===== src/rtl/trig_quadrant_reconstructor_pkg.sv =====
// trig_quadrant_reconstructor_pkg: quadrant encoding and float constants shared by the range reducer and the reconstructor
package trig_quadrant_reconstructor_pkg;
  typedef enum logic [1:0] {Q0 = 2'd0, Q1 = 2'd1, Q2 = 2'd2, Q3 = 2'd3} quad_e;
  localparam int SIGN_BIT = 31;
  localparam logic [31:0] FP_ZERO = 32'h0000_0000;
  // Negating either signed zero gives +0; NaN and Inf only flip their sign.
  function automatic logic [31:0] fp_neg(input logic [31:0] x);
    return x[SIGN_BIT-1:0] == '0 ? FP_ZERO : {~x[SIGN_BIT], x[SIGN_BIT-1:0]};
  endfunction
endpackage


===== src/rtl/tag_fifo.sv =====
// tag_fifo: quadrant-tag FIFO with occupancy count and pointers that wrap modulo DEPTH
module tag_fifo #(
  parameter int DEPTH = 16
) (
  input  logic                     clock,
  input  logic                     reset,
  input  logic                     push,
  input  logic [1:0]               din,
  input  logic                     pop,
  output logic [1:0]               dout,
  output logic [$clog2(DEPTH):0]   count
);
  localparam int AW = $clog2(DEPTH);
  localparam int CW = AW + 1;
  logic [1:0]    mem [DEPTH];
  logic [AW-1:0] wptr;
  logic [AW-1:0] rptr;
  always_ff @(posedge clock or negedge reset)
    if (!reset) begin
      wptr  <= '0;
      rptr  <= '0;
      count <= '0;
    end else begin
      if (push) wptr <= wptr + AW'(1);
      if (pop) rptr <= rptr + AW'(1);
      count <= count + CW'(push) - CW'(pop);
    end
  always_ff @(posedge clock)
    if (push) mem[wptr] <= din;
  assign dout = mem[rptr];
endmodule


===== src/rtl/trig_quadrant_reconstructor.sv =====
// trig_quadrant_reconstructor: rebuilds sin/cos of the original angle from reduced-angle results and queued quadrant tags
module trig_quadrant_reconstructor
  import trig_quadrant_reconstructor_pkg::*;
#(
  parameter int DEPTH = 16
) (
  input  logic                   clock,
  input  logic                   reset,
  input  logic                   io_tag_valid,
  input  logic [1:0]             io_tag_quad,
  output logic                   io_tag_ready,
  input  logic                   io_in_valid,
  input  logic [31:0]            io_in_sin,
  input  logic [31:0]            io_in_cos,
  output logic                   io_in_ready,
  output logic [31:0]            io_out_sin,
  output logic [31:0]            io_out_cos,
  output logic                   io_out_valid,
  input  logic                   io_out_ready,
  output logic [$clog2(DEPTH):0] io_count,
  output logic                   io_err_underflow
);
  localparam int CW = $clog2(DEPTH) + 1;
  logic        push;
  logic        accept;
  logic [1:0]  head;
  quad_e       q;
  logic [31:0] neg_s;
  logic [31:0] neg_c;
  logic [31:0] map_sin;
  logic [31:0] map_cos;
  // Readiness uses the registered count only, so a same-cycle pop never opens room for a push.
  assign io_tag_ready = io_count < CW'(DEPTH);
  assign io_in_ready  = (io_count != '0) && (!io_out_valid || io_out_ready);
  assign push         = io_tag_valid && io_tag_ready;
  assign accept       = io_in_valid && io_in_ready;
  tag_fifo #(.DEPTH(DEPTH)) u_tag_fifo (
    .clock (clock),
    .reset (reset),
    .push  (push),
    .din   (io_tag_quad),
    .pop   (accept),
    .dout  (head),
    .count (io_count)
  );
  always_comb begin
    q       = quad_e'(head);
    neg_s   = fp_neg(io_in_sin);
    neg_c   = fp_neg(io_in_cos);
    map_sin = q == Q0 ? io_in_sin : q == Q1 ? io_in_cos : q == Q2 ? neg_s : neg_c;
    map_cos = q == Q0 ? io_in_cos : q == Q1 ? neg_s : q == Q2 ? neg_c : io_in_sin;
  end
  always_ff @(posedge clock or negedge reset)
    if (!reset) begin
      io_out_sin       <= FP_ZERO;
      io_out_cos       <= FP_ZERO;
      io_out_valid     <= 1'b0;
      io_err_underflow <= 1'b0;
    end else begin
      if (accept) begin
        io_out_sin   <= map_sin;
        io_out_cos   <= map_cos;
        io_out_valid <= 1'b1;
      end else if (io_out_ready) begin
        io_out_valid <= 1'b0;
      end
      if (io_in_valid && io_count == '0) io_err_underflow <= 1'b1;
    end
endmodule


===== config.mk =====
export PLATFORM = sky130hd
export DESIGN_NAME = trig_quadrant_reconstructor
export DESIGN_NICKNAME = d
export VERILOG_FILES = /design/src/rtl/trig_quadrant_reconstructor_pkg.sv /design/src/rtl/tag_fifo.sv /design/src/rtl/trig_quadrant_reconstructor.sv
export SDC_FILE = /design/constraint.sdc
export NUM_CORES = 1
export LEC_CHECK = 0
export ABC_AREA = 1
export BUFFER_PORTS_ARGS = -buffer_cell sky130_fd_sc_hd__buf_2
export CORE_ASPECT_RATIO = 0.75
export CORE_UTILIZATION = 50
export CTS_CLUSTER_DIAMETER = 80
export DETAILED_ROUTE_END_ITERATION = 8
export PLACE_DENSITY = 0.75
export SYNTH_ARGS = -nofsm -noshare
export SYNTH_HDL_FRONTEND = slang
export SYNTH_HIERARCHICAL = 1
export SYNTH_SLANG_ARGS = --single-unit

===== constraint.sdc =====
create_clock -name clock -period 4.1 [get_ports clock]
set_input_delay 0.205 -clock clock [delete_from_list [all_inputs] [get_ports clock]]
set_output_delay 0.205 -clock clock [all_outputs]
set_load 0.05 [all_outputs]

==> results.txt <==
Setup repair after global routing left no endpoint under its margin. Clock tree synthesis inserted a total of 9 buffers. Setup violations remaining at the end of the flow were counted as 0. The highest fanout seen on the critical path is 36.

The worst-case setup slack after placement is 0.8990 ns. The largest total area in the synthesized netlist belongs to dfrtp_1. The critical path is of the flop to flop type.

The slew at the pin closest to its max-slew limit is 0.7055 ns. The cell at the root of the clock tree is clkbuf_16. For this design, the slowest cell found on the critical path is dfrtp_1. The post-route DRC violation count came out at 0.

The number of top-level pins came out at 144. Counting every net in the synthesized netlist gives 817. In this run the post-CTS setup repair buffer count came out at 0.

The number of stages on the worst hold path is 3. For hold timing, the worst endpoint is io_out_sin[22]. The starting density of the core is 51.75%. The ratio of final minimum period to clock period came out at 78.97%. The synthesized-area fraction occupied by adder cells came out at 2.406%. The horizontal extent of the die came out at 128.8 um. Across every metal layer, demand over resource in global routing totals 26.83%. The most used flip-flop cell after synthesis is dfrtp_1. The via-per-instance ratio is 5.370.

Among the stages of the critical path, the cell type that occurs most often is nand2_1. The met2 routed wirelength came out at 6696 um. Ranked by total cell area, the synthesized netlist is headed by dfrtp_1 33%, edfxtp_1 16%, nand2_1 12%. The delay of the slowest cell on the worst path is 0.80 ns. The signal on the critical path passes through inv_6, nand2_1, nand2_1, nand2_1, nand3_1, nand3_1, nand2_1, inv_2, nand2_4, inv_4, nand2_1, o21ai_0, a21oi_1, a2bb2oi_1.

Across the routed clock network, the largest skew measured is 0.008926 ns. The HPWL after detailed placement is 11250 um. Summing the sequential cell areas from Yosys gives 48.70% of the chip area.

The multiplexer area fraction after synthesis came out at 0.1659%. The highest metal layer carrying signal wires in the routed design is met4. The total count of max-transition violations in the final report came out at 0.

The met1 wire length is 7585 um. The sum of buffers and inverters on the critical path came out at 3. The clock slew at the register clock pins of the worst setup and hold paths is 0.07 ns. The first-pass GRT wire length is 25910 um.

The proportion of netlist area held by the largest area contributor is 32.77%. Data arrives at the worst endpoint at 3.50 ns. The deepest level of the CTS H-tree came out at 3. At the end of routability-driven placement, the weighted congestion stood at 0.8782. The worst min-delay path category is primary input to flop. The number of flops mapped to enable cells by yosys is 32. The start of the worst register-to-register path is u_tag_fifo/rptr[0]. The CTS tree is built.

The iteration-0 DRC count of the detailed router came out at 595. After detailed routing, the total wire length is 16020 um. The final route contains 5504 vias. In the final routed layout, each cell accounts on average for 15.63 um. The quantity of I/O buffers inserted on ports came out at 143. The pre-antenna-repair detailed-routing pass consisted of 5 iterations. In the detailed route, the total length drawn on met3 is 1437 um. Across the run, the number of max-cap violations was 0. In this run the deepest clock path goes through 2 buffers. STA classifies the critical path startpoint as a flop.

The netlist area before placement came out at 6032 sq um. The count of final hold-check violations came to 0. The initial antenna violation count is 1. Summing the areas of all xor and xnor instances in the mapped netlist gives 1.452% of the synthesized area.

The post-synthesis cell type count came out at 38. The smallest hold slack is 0.1208 ns. The floorplan row count is 34.

The area growth from synthesis to layout is 16.74%. The die span in y is 97.12 um. The run finished with clean final reports. nand2_1 is the most common cell in the netlist. In this run the register-to-register setup slack is 0.86 ns. The placed standard-cell area is 6745 sq um.

After routing, the total negative slack on setup checks comes to 0 ns. The share of synthesized cell area in and, or, nand and nor gates came out at 20.43%. Headroom to the max-slew limit came out at 52.97%.

The routed design could run at a clock period as short as 3.238 ns. The number of global-route vias before repair was 5075. The cell family with the largest share of critical-path delay is buffers and inverters. Counting instances in the post-synthesis netlist gives the leading cell types as 194 x nand2_1, 79 x dfrtp_1, 77 x inv_1, 48 x nor2_1.

The remaining global-route overflow is 0. The post-route antenna net violation count came out at 0. The die covers 12510 sq um. The worst setup path is captured at a flop.

Entering global routing, the biggest net connects 57 pins. The Yosys warning count is 6. In this run the most critical hold path is launched from io_in_sin[22]. Measured in cells, the most critical reg-to-reg path has a length of 14. For this run, asynchronously set or reset flops after synthesis account for 71.17%. CTS saw 111 sinks.

The number of cells produced by synthesis is 735. For this run, the post-layout net count is 939. Summing the areas of all compound-gate instances in the mapped netlist gives 17.42% of the synthesized area.

Averaged over all synthesized cells, the footprint is 8.207 sq um. Across all setup checks in the final design, the least slack found is 0.8621 ns. The total of flip-flops plus latches after synthesis came out at 111. The required time of the worst setup path is 4.37 ns.

In this run the critical register-to-register path is captured at io_out_sin[26]. Timing would allow up to 308.8 MHz. After synthesis, the largest family of logic cells by area is simple AND/OR/NAND/NOR gates. The floorplan step defined a core boundary enclosing 11660 sq um. The clock latency on the worst-skew pair came out at 0.35 ns.

The layout cell share with drive strength beyond 1 came out at 21.46%. Summing all non-filler instances in the final layout gives an area of 7042 sq um.
[cell type report]
class / instances / area [sq um]
Tap cell: 162 / 202.7
Inverter: 84 / 322.8
Multi-Input combinational cell: 502 / 2526
Antenna cell: 1 / 2.502
Sequential cell: 111 / 2938
Clock buffer: 10 / 239.0
Clock inverter: 6 / 45.04
Timing Repair Buffer: 149 / 765.7
Fill cell: 1113 / 4614
[metrics by stage]
step / instances / util (%)
2_1_floorplan: 735 / -
3_3_place_gp: 1007 / 57.87
3_5_place_dp: 1007 / 57.87
4_1_cts: 1024 / 60.39
5_1_grt: 1025 / 60.41
6_report: 1025 / 60.41
[worst max path at each step]
stage                        start                  end  slack [ns]  cells after the start
2_1_floorplan  u_tag_fifo/count[4]  u_tag_fifo/count[4]        1.28                     12
3_3_place_gp    u_tag_fifo/rptr[0]        io_out_sin[4]        1.05                     14
3_5_place_dp    u_tag_fifo/rptr[0]       io_out_sin[26]        0.90                     14
4_1_cts         u_tag_fifo/rptr[0]       io_out_sin[26]        0.85                     14
5_1_grt         u_tag_fifo/rptr[0]       io_out_sin[26]        0.49                     14
6_report        u_tag_fifo/rptr[0]       io_out_sin[26]        0.86                     14
[per-layer routing]
layer	up-vias	GRT usage (%)
met2	257	38.34
met3	25	5.617
li1	2670	-
met4	0	6.878
met1	2552	41.19
met5	-	0
[cell families after synthesis]
kind of cell	count (synthesis)
AND/OR/NAND/NOR	296
multiplexers	1
flip-flops	111
AO/OA/AOI/OAI	184
buffers and inverters	122
XOR/XNOR	10
adder cells (fa/ha/maj)	11
[what timing repair did]
item / in CTS / in global routing
hold buffers: 1 / 0
resized for setup: 0 / 0
endpoints found under the setup margin: 0 / 0
endpoints found under the hold margin: 47 / 0
[placed cells by master, fill, tap and decap left out, types with 2 or more instances in the layout]
cell type	count
ha_1	10
clkbuf_16	9
inv_1	77
nand3_1	32
o211ai_1	3
and2_1	3
o21ai_0	43
xor2_1	9
a21boi_1	3
inv_2	5
nor2_1	48
clkinv_4	3
a21oi_1	43
buf_2	142
clkinv_2	2
nand2_1	194
o21ai_1	41
inv_6	2
a2bb2oi_1	19
edfxtp_1	32
o22ai_1	29
buf_4	6
nand2_2	9
dfrtp_1	79
nand4_1	4
[worst register-to-register path: stages (launching register included)]
cell and delay, ns:
dfrtp_1 0.80, inv_6 0.18, nand2_1 0.11, nand2_1 0.06, nand2_1 0.06, nand3_1 0.08
nand3_1 0.07, nand2_1 0.09, inv_2 0.51, nand2_4 0.39, inv_4 0.36, nand2_1 0.10
o21ai_0 0.09, a21oi_1 0.07, a2bb2oi_1 0.19
[registers in the layout, indices dropped and copies added (netlist names)]
name,flops
io_out_valid,1
u_tag_fifo/count,5
u_tag_fifo/rptr,4
io_err_underflow,1
u_tag_fifo/mem,32
io_out_sin,32
u_tag_fifo/wptr,4
io_out_cos,32
Power is not shown: default switching activity piles up to over one toggle a cycle in this logic, so the estimate is an artifact.
